==> config.mk <==
export PLATFORM = sky130hd
export DESIGN_NAME = frac_baud_gen
export DESIGN_NICKNAME = d
export VERILOG_FILES = /design/src/rtl/baud_pkg.sv /design/src/rtl/baud_frac_core.sv /design/src/rtl/frac_baud_gen.sv
export SDC_FILE = /design/constraint.sdc
export NUM_CORES = 1
export LEC_CHECK = 0
export CAP_MARGIN = 25
export CORE_MARGIN = 2
export CORE_UTILIZATION = 60
export CTS_CLUSTER_DIAMETER = 120
export DETAILED_ROUTE_END_ITERATION = 10
export DONT_BUFFER_PORTS = 1
export GPL_ROUTABILITY_DRIVEN = 0
export PLACE_DENSITY = 0.76
export SLEW_MARGIN = 20
export SYNTH_ARGS = -nofsm -noshare
export SYNTH_HDL_FRONTEND = slang
export SYNTH_SLANG_ARGS = --single-unit
==> constraint.sdc <==
create_clock -name SCLK -period 5.9 [get_ports SCLK]
set_input_delay 0.59 -clock SCLK [delete_from_list [all_inputs] [get_ports SCLK]]
set_output_delay 0.59 -clock SCLK [all_outputs]
set_load 0.02 [all_outputs]
==> src/rtl/baud_pkg.sv <==
// Shared constants for the fractional baud generator: reset divisor, divisor
// struct and the 32-entry baud table (48 MHz SCLK, 16x oversampling).
package baud_pkg;

  localparam int TBL_DIV_W  = 16;
  localparam int TBL_FRAC_W = 4;

  localparam logic [TBL_DIV_W-1:0] DIV_RST = 16'd8;

  typedef struct packed {
    logic [TBL_DIV_W-1:0]  div_int;
    logic [TBL_FRAC_W-1:0] div_frac;
  } baud_div_t;

  // Unused modes fall back to the reset divisor.
  function automatic baud_div_t baud_table(input logic [4:0] bmode);
    baud_div_t entry;
    entry = '{DIV_RST, 4'd0};
    case (bmode)
      5'd0:  entry = '{16'd10000, 4'd0};
      5'd1:  entry = '{16'd5000,  4'd0};
      5'd2:  entry = '{16'd2500,  4'd0};
      5'd3:  entry = '{16'd1250,  4'd0};
      5'd4:  entry = '{16'd625,   4'd0};
      5'd5:  entry = '{16'd312,   4'd8};
      5'd6:  entry = '{16'd208,   4'd5};
      5'd7:  entry = '{16'd156,   4'd4};
      5'd8:  entry = '{16'd104,   4'd3};
      5'd9:  entry = '{16'd78,    4'd2};
      5'd10: entry = '{16'd52,    4'd1};
      5'd11: entry = '{16'd39,    4'd1};
      5'd12: entry = '{16'd26,    4'd1};
      5'd13: entry = '{16'd13,    4'd0};
      5'd14: entry = '{16'd12,    4'd0};
      5'd15: entry = '{16'd6,     4'd8};
      5'd16: entry = '{16'd6,     4'd0};
      5'd17: entry = '{16'd3,     4'd4};
      5'd18: entry = '{16'd3,     4'd0};
      5'd19: entry = '{16'd2,     4'd0};
      5'd20: entry = '{16'd2,     4'd0};
      default: entry = '{DIV_RST, 4'd0};
    endcase
    return entry;
  endfunction

endpackage

==> src/rtl/baud_frac_core.sv <==
// Cycle counter plus fractional accumulator; produces the oversample tick.
// os_fire is the combinational "tick at this edge" used by the phase logic.
module baud_frac_core #(
  parameter int DIV_W  = 16,
  parameter int FRAC_W = 4
) (
  input  logic              sclk,
  input  logic              sclr,
  input  logic              run,
  input  logic              sync_clr,
  input  logic [DIV_W-1:0]  adiv,
  input  logic [FRAC_W-1:0] afrac,
  output logic              os_fire,
  output logic              os_tick
);

  localparam int CW = DIV_W + 1;

  logic [DIV_W-1:0]  cnt;
  logic [FRAC_W-1:0] acc;
  logic              stretch;
  logic [CW-1:0]     eff_div;
  logic [CW-1:0]     last_cnt;
  logic [FRAC_W:0]   acc_sum;

  // Compare with >= so a divisor shrunk while frozen cannot strand cnt past the end.
  always_comb begin
    eff_div  = (adiv < DIV_W'(2)) ? CW'(2) : {1'b0, adiv};
    last_cnt = eff_div + CW'(stretch) - CW'(1);
    acc_sum  = {1'b0, acc} + {1'b0, afrac};
    os_fire  = run && !sync_clr && ({1'b0, cnt} >= last_cnt);
  end

  always_ff @(posedge sclk or posedge sclr) begin
    if (sclr) begin
      cnt     <= '0;
      acc     <= '0;
      stretch <= 1'b0;
      os_tick <= 1'b0;
    end else begin
      os_tick <= os_fire;
      if (sync_clr) begin
        cnt     <= '0;
        acc     <= '0;
        stretch <= 1'b0;
      end else if (os_fire) begin
        cnt     <= '0;
        acc     <= acc_sum[FRAC_W-1:0];
        stretch <= acc_sum[FRAC_W];
      end else if (run) begin
        cnt <= cnt + DIV_W'(1);
      end
    end
  end

endmodule

==> src/rtl/frac_baud_gen.sv <==
// Fractional baud generator top: phase counter, mid/baud decode, divisor load.
// Define BAUD_GEN_TABLE_EN to replace DIV_IN/FRAC_IN with a BMODE table select.
module frac_baud_gen
  import baud_pkg::*;
#(
  parameter int DIV_W  = 16,
  parameter int FRAC_W = 4,
  parameter int OSR    = 16
) (
  input  logic              SCLK,
  input  logic              SCLR,
  input  logic              EN,
  input  logic              SYNC_CLR,
  input  logic              DIV_LD,
`ifdef BAUD_GEN_TABLE_EN
  input  logic [4:0]        BMODE,
`else
  input  logic [DIV_W-1:0]  DIV_IN,
  input  logic [FRAC_W-1:0] FRAC_IN,
`endif
  output logic              OS_TICK,
  output logic              MID_TICK,
  output logic              BAUD_TICK,
  output logic              LD_PEND
);

  localparam int              PH_W    = $clog2(OSR);
  localparam logic [PH_W-1:0] PH_LAST = PH_W'(OSR - 1);
  localparam logic [PH_W-1:0] PH_PMID = PH_W'(OSR / 2 - 1);

  logic              armed;
  logic              run;
  logic              os_fire;
  logic              os_tick_q;
  logic              mid_tick_q;
  logic              baud_tick_q;
  logic              wrap;
  logic              apply_pend;
  logic [PH_W-1:0]   phase;
  logic [DIV_W-1:0]  adiv;
  logic [FRAC_W-1:0] afrac;
  logic [DIV_W-1:0]  pend_div;
  logic [FRAC_W-1:0] pend_frac;
  logic              ld_pend;
  logic [DIV_W-1:0]  cap_div;
  logic [FRAC_W-1:0] cap_frac;

`ifdef BAUD_GEN_TABLE_EN
  baud_div_t tbl_entry;
  always_comb begin
    tbl_entry = baud_table(BMODE);
    cap_div   = DIV_W'(tbl_entry.div_int);
    cap_frac  = FRAC_W'(tbl_entry.div_frac);
  end
`else
  always_comb begin
    cap_div  = DIV_IN;
    cap_frac = FRAC_IN;
  end
`endif

  // armed holds off counting for one edge after reset release.
  assign run        = EN && armed;
  assign wrap       = os_fire && (phase == PH_LAST);
  assign apply_pend = ld_pend && (wrap || !EN);

  baud_frac_core #(
    .DIV_W  (DIV_W),
    .FRAC_W (FRAC_W)
  ) u_core (
    .sclk     (SCLK),
    .sclr     (SCLR),
    .run      (run),
    .sync_clr (SYNC_CLR),
    .adiv     (adiv),
    .afrac    (afrac),
    .os_fire  (os_fire),
    .os_tick  (os_tick_q)
  );

  always_ff @(posedge SCLK or posedge SCLR) begin
    if (SCLR) begin
      armed       <= 1'b0;
      phase       <= '0;
      mid_tick_q  <= 1'b0;
      baud_tick_q <= 1'b0;
    end else begin
      armed       <= 1'b1;
      mid_tick_q  <= os_fire && (phase == PH_PMID);
      baud_tick_q <= wrap;
      if (SYNC_CLR) begin
        phase <= '0;
      end else if (os_fire) begin
        phase <= (phase == PH_LAST) ? '0 : phase + PH_W'(1);
      end
    end
  end

  // A load landing on the boundary edge stays pending; the older value applies.
  always_ff @(posedge SCLK or posedge SCLR) begin
    if (SCLR) begin
      adiv      <= DIV_W'(DIV_RST);
      afrac     <= '0;
      pend_div  <= '0;
      pend_frac <= '0;
      ld_pend   <= 1'b0;
    end else begin
      if (apply_pend) begin
        adiv  <= pend_div;
        afrac <= pend_frac;
      end
      if (DIV_LD) begin
        pend_div  <= cap_div;
        pend_frac <= cap_frac;
        ld_pend   <= 1'b1;
      end else if (apply_pend) begin
        ld_pend <= 1'b0;
      end
    end
  end

  // Gated with EN so a tick registered just before EN falls is not seen.
  assign OS_TICK   = os_tick_q   && EN;
  assign MID_TICK  = mid_tick_q  && EN;
  assign BAUD_TICK = baud_tick_q && EN;
  assign LD_PEND   = ld_pend;

endmodule

# Yosys cells after proc, flatten, opt, wreduce, memory -nomap -nowiden
# Cells that the tools add are included.
[totals]
register_bits = 70
output_inout_bits = 4
input_bits = 25
wordCells = 50
[op_classes]
n_eq_ne = 2
n_addsub = 5
mux = 13
reduce_logical = 15
n_lt_le_gt_ge = 2
[op_table]
columns = ["op", "n"]
rows = [
  ["2-to-1 mux 16 bit", 4],
  ["2-to-1 mux 4 bit", 5],
  ["adder 17 x 1 -> 17 bit", 1],
  [">= comparator 16 x 17 -> 1 bit", 1],
  ["subtractor 17 x 1 -> 17 bit, second input constant", 1],
  ["adder 16 x 1 -> 16 bit, second input constant", 1],
  ["< comparator 16 x 2 -> 1 bit, second input constant", 1],
  ["logical AND 1 bit", 9],
  ["adder 4 x 4 -> 5 bit", 1],
  ["adder 4 x 1 -> 4 bit, second input constant", 1],
  ["equality test 4 x 3 -> 1 bit, second input constant", 1],
  ["equality test 4 bit, second input constant", 1],
  ["2-to-1 mux 1 bit", 4],
  ["nonzero test 2 bit", 2],
  ["nonzero test 3 bit", 1],
  ["zero test 1 bit", 2],
  ["logical OR 1 bit", 1],
]

# Longest topological paths before layout
# Gate-level depths: netlist of run 1.
[logic_depth]
word_depth = 11
ltp_mapped = 19
depth_no_buf = 17

# Modules after synthesis
# From an unflattened synthesis of run 1, not the netlist that was laid out.
[unflattened]
hier_cells = 314
area_unflattened_um2 = 3684.8
[by_module_without_submodules]
columns = ["module", "area_per_inst_um2", "instances", "cells_per_inst", "seq_area_each_um2"]
rows = [
  ["frac_baud_gen", 1856.8, 1, 119, 1202.4],
  ["baud_frac_core", 1828.0, 1, 195, 550.5],
]

# Least setup slack after synthesis of run 1
# Ideal clock, no wire load.
[synth_timing]
kind = "register to register"
from = "register adiv[14]"
to = "register adiv[10]"
stages_incl_launch_ff = 19
setup_ns = 0.125
t_required_ns = 5.775
synth_period_minus_slack_ns = 4.590
setup_slack_ns = 1.310
t_arrival_ns = 4.465
n_path_buf = 1
cell_sequence = "dfrtp_1 or4_1 or4_4 o21ai_0 ha_1 ha_1 nand2_1 or4_1 nor3_1 xnor2_1 ha_1 nand4_1 nor3_1 o31ai_1 a41oi_1 o2111ai_1 o21ai_2 buf_6 mux2_4"
[synth_between]
elab_chain_cells = 9
[synth_lines]
columns = ["element", "line", "source"]
rows = [
  ["start: declaration", "frac_baud_gen.sv:40", "logic [DIV_W-1:0] adiv;"],
  ["start signal: assignment", "frac_baud_gen.sv:102", "adiv <= DIV_W'(DIV_RST);"],
  ["start signal: assignment", "frac_baud_gen.sv:109", "adiv <= pend_div;"],
  ["< comparator 16 x 2 -> 1 bit", "baud_frac_core.sv:28", "eff_div = (adiv < DIV_W'(2)) ? CW'(2) : {1'b0, adiv};"],
  ["2-to-1 mux 16 bit *", "baud_frac_core.sv:28", ""],
  ["adder 17 x 1 -> 17 bit *", "baud_frac_core.sv:29", "last_cnt = eff_div + CW'(stretch) - CW'(1);"],
  ["subtractor 17 x 1 -> 17 bit *", "baud_frac_core.sv:29", ""],
  [">= comparator 16 x 17 -> 1 bit *", "baud_frac_core.sv:31", "os_fire = run && !sync_clr && ({1'b0, cnt} >= last_cnt);"],
  ["logical AND 1 bit *", "baud_frac_core.sv:31", ""],
  ["logical AND 1 bit *", "frac_baud_gen.sv:64", "assign wrap = os_fire && (phase == PH_LAST);"],
  ["logical OR 1 bit *", "frac_baud_gen.sv:65", "assign apply_pend = ld_pend && (wrap || !EN);"],
  ["logical AND 1 bit *", "frac_baud_gen.sv:65", ""],
]
# Mark *: on every way between the ends. The rest lies on a longest branch, timed or not.
# A chain may end at the register's enable or synchronous reset.

# Final worst setup path of run 1
# Ends and elaborated chain as after synthesis.

==> metrics.cfg, run 1 <==
[status]
result_of_the_run = finished, final reports clean

[logic_synthesis]
yosys.area.top_type = dfrtp_1
synth.cell_area_sq_um = 3670
synth_edf_count = 0
synth_common_cells = dfrtp_1 (69), nor2_1 (31), mux2_2 (29), nand2_1 (25), ha_1 (24)
sequential_element_share_of_the_synthesized_area_pct = 47.77
postSynth.asyncResetShare_pct = 100.0
synth_flop_cell = dfrtp_1
synth_area_leaders = dfrtp_1 (47%), mux2_2 (8.9%), ha_1 (8.2%), mux2_4 (4.1%), xnor2_1 (4.1%)
synth.top_cell.area_share_pct = 47.05
synth_seq_cells = 70
synthesis.yosys.warnings = 0
ys_types = 46
most_common_cell_in_the_netlist = dfrtp_1
syn-instance-count = 325
postSynthAreaPerCell_sq_um = 11.29
syn_nets = 375

[routing]
drt-wirelength-per-cell_um = 15.71
dr.first_iter.drc_count = 168
detail-route-antenna-nets = 0
detail_route.first_pass.iterations = 4
totalWireLength_um = 6425
post_drt_via_cell_ratio = 5.694
route.vias.total = 2329
route.detailed.drc = 0

[critical_path]
crit_path_end_kind = flop
worst_path_largest_cell_delay_ns = 0.57
critical-path-top-cell-by-count = ha_1
critical_path.cell_chain = or4_1 -> or4_4 -> o21ai_0 -> ha_1 -> ha_1 -> nand2_1 -> or4_1 -> nor3_1 -> xnor2_1 -> ha_1 -> nand4_1 -> nor3_1 -> o31ai_1 -> a41oi_1 -> o2111ai_1 -> o21ai_2 -> buf_4 -> mux2_4
timing.setup.critical_path_class = flop to flop
critical_path_arrival_ns = 5.64
highest_delay_cell_along_the_critical_path = or4_1
critical_path.startpoint_type = flop
highest_net_fanout_along_the_worst_path = 16
timing.critical_path.required_ns = 6.14

[sta]
max_slew.worst_pin.slew_ns = 0.8993
finalHoldViolations = 0
fmax_ghz = 0.1852
setup-tns-final_ns = 0
setup_viol_count_final = 0
fin_skew_ns = 0.007143
rsz0062_at_grt = no
slew_headroom_pct = 40.04
final-max-slew-violation-count = 0
final_worst_path_cycle_share_pct = 91.50
timing.final.ws_setup_ns = 0.5013
period_minus_slack_ns = 5.399

[global_routing]
overflow = 0
antenna_found_initial = 0
grtUsageTotal_pct = 21.86
first_global_vias = 2301
grt_max_degree = 71
global_route_wire_length_before_repair_um = 10890

[clock_network]
post_cts_hold_buffer_count = 0
worstSkewPairLatency_ns = 0.36
cts_setup_buffers = 0
cts-root-to-sink-buffers = 2
clock-sinks = 70
clk_pin_slew_ns = 0.07
number_of_buffers_added_by_the_clock_tree_synthesis_step = 9
clock_tree_from_tritoncts = done
clock_tree.root_cell = clkbuf_8
post_cts_resize_count = 0
cts.htree.levels = 3

[floorplan]
die_height_um = 82.21
total_die_area_sq_um = 6758
initial_core_util_pct = 61.98
floorplan.io_pins = 29
core-area_sq_um = 5921
core.rowCount = 28
die_span_in_x_um = 82.21

[pwr]
power_per_cell_area_nw_per_um2 = 285.5
total_leakage_power_nw = 1.748
total_power_mw = 1.118
ir_drop_mv = 0.2580

[placed_design]
dp_hpwl_um = 4634
placement.io_buffers = 0
detailed_place.area_sq_um = 3715
place_worst_setup_slack_ns = 0.5758

[worst_hold_path]
worst_hold_path_type = input port to flop

[layout]
syn_to_final_growth_pct = 6.682
final.fill_count = 436
num_antenna_cells = 0
flip_flop_and_latch_area_sq_um = 1753
final_area_sq_um = 3915
multi_input_comb_area_sq_um = 1808
final_util_pct = 66.12
post_route_cells_drive_above_1_share_pct = 18.56
nNetsFinal = 379

[run]
max_cap_viol_count = 0

==> placed cells by master, fill, tap and decap left out, types with 3 or more instances in the layout <==
| master | count |
|---|---|
| or4_1 | 4 |
| mux2_4 | 10 |
| inv_1 | 9 |
| buf_4 | 3 |
| nand3_1 | 7 |
| clkbuf_8 | 10 |
| nand2_1 | 25 |
| o21ai_0 | 13 |
| nor2_1 | 31 |
| mux2_2 | 29 |
| and3_1 | 3 |
| and2_1 | 4 |
| nand4_1 | 5 |
| xor2_1 | 12 |
| ha_1 | 24 |
| nor3_1 | 5 |
| dfrtp_1 | 69 |
| a21oi_1 | 9 |
| nand2b_1 | 8 |
| xnor2_1 | 17 |
| a21o_1 | 3 |
==> power by group <==
group	switching (mW)	total (mW)	internal, mW	leakage, nW
clock	0.186	0.393	0.207	0.0955
sequential	0.0435	0.567	0.523	0.880
combinational	0.0722	0.158	0.0856	0.772
==> per-stage QoR <==
stage	instances	hold WS, ns
4_1_cts	409	0.2801
5_1_grt	409	0.2724
3_3_place_gp	393	0.4785
2_1_floorplan	325	0.4602
6_report	409	0.2908
3_5_place_dp	393	0.4938
==> layout make-up <==
| type | instances | area share [%] |
|---|---|---|
| Tap cell | 75 | 2.397 |
| Clock inverter | 5 | 1.502 |
| Multi-Input combinational cell | 235 | 46.18 |
| Inverter | 10 | 0.9588 |
| Sequential cell | 70 | 44.77 |
| Clock buffer | 11 | 3.611 |
| Timing Repair Buffer | 3 | 0.5753 |
==> metal layers <==
metal / track usage, % / part of all wire [%]
met5: 0 / 0
met4: 10.00 / 2.3
met3: 6.630 / 4.5
met2: 32.18 / 46
met1: 29.83 / 47
==> kinds of logic after synthesis <==
family                     synth area share, %
buffers and inverters                    2.966
muxes                                    13.57
xor gates and xnor gates                 6.921
DFF                                      47.77
adders and majority gates                8.728
and+or+nand+nor                          13.84
AOI/OAI and AO/OA                        6.103
other                                   0.1022
==> critical path, delay by kind of cell (launching register included) <==
family                     cells  cell delay [ns]
AOI/OAI and AO/OA              5             1.14
and+or+nand+nor                7             2.29
DFF                            1             0.42
buffers and inverters          1             0.30
adders and majority gates      3             0.73
muxes                          1             0.31
xor gates and xnor gates       1             0.09
==> final timing paths <==
path | start | endpoint | slack, ns | cells past startpoint
worst max-delay path | adiv[14] | adiv[10] | 0.50 | 18
worst min-delay path | SYNC_CLR | u_core.cnt[1] | 0.29 | 1
worst max register to register | adiv[14] | adiv[10] | 0.50 | 18
worst min register to register | afrac[0] | afrac[0] | 0.51 | 1
max in group asynchronous | SCLR | u_core.cnt[4] | 4.98 | 2
min in group asynchronous | SCLR | adiv[8] | 0.38 | 2
==> flip-flops by register name, indices dropped and copies added (netlist names) <==
signal,count
baud_tick_q,1
afrac,4
u_core.acc,4
u_core.stretch,1
adiv,16
pend_div,16
u_core.cnt,16
mid_tick_q,1
armed,1
u_core.os_tick,1
pend_frac,4
phase,4
LD_PEND,1
(Power assumes the default switching activity.)
==> run 2: changes to the inputs <==
--- a/config.mk
+++ b/config.mk
@@ -17,3 +17,4 @@
 export SYNTH_ARGS = -nofsm -noshare
 export SYNTH_HDL_FRONTEND = slang
 export SYNTH_SLANG_ARGS = --single-unit
+export TNS_END_PERCENT = 100
==> results of run 2 <==
Same layout as run 1: the final DEF is identical, and so are final timing and power.
==> RTL edit 1: new RTL, settings of run 2 <==
`FRAC_W` is set to 4 in 2 places; all go to 3.
--- a/src/rtl/baud_frac_core.sv
+++ b/src/rtl/baud_frac_core.sv
@@ -4,3 +4,3 @@
   parameter int DIV_W  = 16,
-  parameter int FRAC_W = 4
+  parameter int FRAC_W = 3
 ) (
--- a/src/rtl/frac_baud_gen.sv
+++ b/src/rtl/frac_baud_gen.sv
@@ -6,3 +6,3 @@
   parameter int DIV_W  = 16,
-  parameter int FRAC_W = 4,
+  parameter int FRAC_W = 3,
   parameter int OSR    = 16
Interface: changed (resized FRAC_IN); port bits go from 29 to 28. No check against the original RTL was run, so the function may have changed too.
==> RTL edit 1 against run 2 <==
Total power fell by 0.66%. Sequential share of layout area fell by 2.0 points. Non-clock buffer count fell by 1. Wire length fell by 1.7%. Clock skew rose by 2.2 ps. Via count fell by 1.4%. Setup slack got worse by 85 ps. Synthesized area fell by 1.0%. Critical endpoint is now u_core.cnt[1]. Sequential cell count fell by 3. Critical path depth fell by 1. Largest power group unchanged. Final area rose by 0.13%. Largest cell class unchanged.
==> RTL edit 1: results <==
group,metric,value,unit
status,status,"completed",
worst_setup_path,r2r-end,"u_core.cnt[1]",
yosys,synthTopCellsByArea,"dfrtp_1 (45%), mux2_2 (9.3%), ha_1 (7.9%)",
grt,gr-usage-met2,30.7,%
yosys,synthMuxAreaShare,14.3,%
yosys,yosys_warnings,0,
yosys,synth_xor_area_share,6.75,%
routing,avgViaCountPerCell,5.77,
yosys,synth-compound-area-share,7.37,%
grt,track_usage,20.9,%
power_and_ir_drop,p_leak,1.66,nW
yosys,syn_nets,360,
routing,drtIter0Drc,118,
routing,wire_per_inst,15.9,um
cts,cts_resized,0,
grt,grt_pass1_wl,10.4,mm
worst_setup_path,crit_arrival,5720,ps
placed_design,dpl_cell_area,3700,um^2
worst_setup_path,crit_path_end,"u_core.cnt[1]",
cts,postCtsHoldBufs,0,
min_path,hp-start,"SYNC_CLR",
routing,dr.pass1.iters,4,
worst_setup_path,r2r_setup_slack,420,ps
cts,htreeDepth,3,
routing,highest_layer,"met4",
layout,drive_gt1_share,21.7,%
worst_setup_path,r2r_cells,17,
cts,root_buffer,"clkbuf_8",
routing,route.met3.wl,247,um
cts,cts_buffers,9,
routing,met1_length,3.08,mm
yosys,ys_seq_area_share,46.2,%
grt,grt_use_met3,4.51,%
layout,diodes,0,
timing,whs,302,ps
timing,fin_skew,9.30,ps
routing,wl_met2,2.83,mm
timing,maxSlewHeadroom,45.6,%
min_path,holdPathEnd,"u_core.stretch",
grt,grt_pass1_vias,2211,
yosys,synthAdderAreaFrac,8.47,%
yosys,ys_types,55,
yosys,async_reset_ff_share,100,%
yosys,synth_commonest_cells,"dfrtp_1 (66), mux2_2 (30), ha_1 (23), nor3_1 (22), nand2_1 (16)",
placed_design,dp_hpwl,4.58,mm
grt,met1_usage,29.0,%
cts,cts_setup_buffers,0,
power_and_ir_drop,vdd_drop_max,0.000205,V
layout,nets,366,
worst_setup_path,worstPathMaxFanout,18,
grt,grt_max_degree,68,
yosys,synth_flop_cell,"dfrtp_1",
min_path,hold_path.class,"in2reg",
min_path,min_path_cells,1,
cts,clock_path_buffers,2,
power_and_ir_drop,switching_share,25.8,%
[RTL edit 1: changes by cell type after synthesis, moves of 3 or more]
cell     delta
buf_6       -4
nor3_1     +17
dfrtp_1     -3
o21ai_0    -10
or2_2       +3
nor2b_1     +3
nor2_1     -19
and3_1      -3
nand2_1     -9
[RTL edit 1: stage by stage]
stage	cells	setup WS [ps]	utilization (%)
final	398	416	66.6
after global routing	398	69.8	66.6
after CTS	398	397	66.6
after detailed placement	382	425	62.9
after global placement	382	610	62.9
after floorplan	312	963	-
[RTL edit 1: layout make-up]
cell class                      count  area [um^2]
Fill cell                         451         1970
Multi-Input combinational cell    226         1870
Sequential cell                    67         1680
Clock buffer                       10          128
Tap cell                           75         93.8
Clock inverter                      6         90.1
Inverter                           12         45.0
Timing Repair Buffer                2         15.0
[RTL edit 1: power by group through the flow]
stage	Clock [mW]	Sequential (mW)	Combinational, mW
2_1_floorplan	0	0.539	0.135
3_3_place_gp	0	0.549	0.147
3_5_place_dp	0	0.552	0.154
4_1_cts	0.421	0.544	0.155
5_1_grt	0.442	0.550	0.172
6_report	0.413	0.544	0.153
[RTL edit 1: cells by family (layout without fill, tap and decap cells)]
| logic type | Yosys count | count (layout) |
|---|---|---|
| xor+xnor | 28 | 28 |
| compound gates | 34 | 34 |
| buf+inv | 19 | 30 |
| mux | 43 | 43 |
| simple gates | 96 | 96 |
| other cells | 1 | 1 |
| fa+ha+maj | 24 | 24 |
| flops | 67 | 67 |
[RTL edit 1: critical path, stage by stage, from the launching register on]
cell and delay (ps):
dfrtp_1 420, or4_1 580, nor3_4 240, nand2_1 110
o31ai_1 220, ha_1 220, ha_1 190, nand2b_1 140
or3_1 410, or4_1 430, xor2_1 160, ha_1 280
nand4_1 120, o21bai_1 100, a221o_1 400, o21ai_2 410
clkinv_1 540, o41ai_1 390
==> RTL edit 2: new RTL, settings of run 2 <==
Without the edit above. Add an input register stage for `DIV_IN`; this delays it by one clock. The other inputs are not delayed to match.
--- a/src/rtl/frac_baud_gen.sv
+++ b/src/rtl/frac_baud_gen.sv
@@ -30,2 +30,8 @@
 
+  logic [DIV_W-1:0] DIV_IN_q;
+
+  always_ff @(posedge SCLK) begin
+    DIV_IN_q <= DIV_IN;
+  end
+
   logic              armed;
@@ -56,3 +62,3 @@
   always_comb begin
-    cap_div  = DIV_IN;
+    cap_div  = DIV_IN_q;
     cap_frac = FRAC_IN;
Behaviour: not the same (a bounded check fails within 10 cycles, from zero or initial values).
==> RTL edit 2 against run 2 <==
Setup slack better by 120 ps. Critical endpoint is now phase[1]. Final area up 26%. Sequential cell count up 16. Sequential share of layout area down 2.8 points. Synthesized area up 29%. Die area up 28%. Highest routed layer unchanged. Wire length up 44%. Total power up 7.5%. Critical path type unchanged. Largest cell class unchanged.
==> RTL edit 2: results <==
group,metric,value,unit
power_and_ir_drop,p_seq_share,56.3,%
yosys,yosys_warnings,0,
timing,whs,236,ps
routing,avgViaCountPerCell,6.13,
power_and_ir_drop,vdd_drop_max,0.000162,V
yosys,ys_seq_area_share,43.8,%
status,status,"completed",
timing,fin_skew,8.36,ps
yosys,synth-compound-area-share,13.0,%
layout,nets,519,
grt,grt_pass1_vias,3304,
power_and_ir_drop,power.internal,0.856,mW
yosys,synth_commonest_cells,"dfrtp_1 (69), nor2_1 (50), nand2_1 (33), nand3_1 (27), inv_1 (25)",
routing,drtIter0Drc,197,
power_and_ir_drop,pg_comb,0.136,mW
cts,cts_setup_buffers,0,
power_and_ir_drop,p_leak,2.07,nW
cts,clk_pin_slew,90,ps
layout,fillers,621,
yosys,synthAdderAreaFrac,6.76,%
worst_setup_path,r2r-start,"adiv[4]",
placed_design,dp_hpwl,6.37,mm
layout,drive_gt1_share,11.4,%
yosys,async_reset_ff_share,81.4,%
min_path,holdPathEnd,"DIV_IN_q[0]",
yosys,synth_xor_area_share,5.36,%
yosys,syn_nets,531,
yosys,ys_types,55,
routing,dr.pass1.iters,5,
worst_setup_path,worstPathMaxFanout,41,
min_path,hp-start,"DIV_IN[0]",
grt,grt_pass1_wl,16.0,mm
yosys,synthTopCellsByArea,"dfrtp_1 (36%), dfxtp_1 (6.8%), ha_1 (6.3%)",
worst_setup_path,r2r_setup_slack,620,ps
worst_setup_path,max_stage_delay,700,ps
timing,worst_pin_slew,885,ps
worst_setup_path,r2r_cells,17,
yosys,synthMuxAreaShare,5.20,%
worst_setup_path,r2r-end,"phase[1]",
routing,wire_per_inst,16.1,um
-- RTL edit 2: area by class of cell --
cell class,count,area share (%)
Multi-Input combinational cell,343,49.3
Sequential cell,86,42.0
Clock buffer,10,2.58
Tap cell,102,2.58
Inverter,25,1.90
Clock inverter,6,1.09
Timing Repair Buffer,4,0.607
-- RTL edit 2: stage by stage --
| stage | power, mW | area (um^2) | instances | setup slack, ps | utilization, % |
|---|---|---|---|---|---|
| 3_3_place_gp | 0.815 | 4760 | 559 | 863 | 61.9 |
| 5_1_grt | 1.26 | 4950 | 576 | 431 | 64.4 |
| 4_1_cts | 1.21 | 4940 | 576 | 707 | 64.3 |
| 6_report | 1.20 | 4950 | 576 | 617 | 64.4 |
| 2_1_floorplan | 0.793 | 4740 | 481 | 1600 | - |
| 3_5_place_dp | 0.823 | 4760 | 560 | 774 | 62.0 |
-- RTL edit 2: per-layer routing --
| metal | track usage (%) | part of all wire, % | up-vias |
|---|---|---|---|
| met5 | 0 | 0 | - |
| met4 | 8.21 | 2.1 | 0 |
| met3 | 4.31 | 4.5 | 18 |
| met2 | 34.8 | 45 | 94 |
| met1 | 33.8 | 48 | 1717 |
| li1 | - | - | 1701 |
-- RTL edit 2: worst max path at each step --
stage,start,end,slack (ps),cells past startpoint
2_1_floorplan,adiv[7],afrac[0],1600,18
3_5_place_dp,adiv[4],phase[1],770,17
3_3_place_gp,adiv[4],u_core.cnt[8],860,17
4_1_cts,adiv[4],phase[1],710,17
6_report,adiv[4],phase[1],620,17
5_1_grt,adiv[4],u_core.acc[2],430,17
-- RTL edit 2: worst max-delay path, delay by kind of cell (launching register included) --
family	cells	cell delay (ps)
simple gates	7	1740
flops	1	450
mux	1	310
fa+ha+maj	3	720
buf+inv	1	370
xor+xnor	1	180
compound gates	4	1400
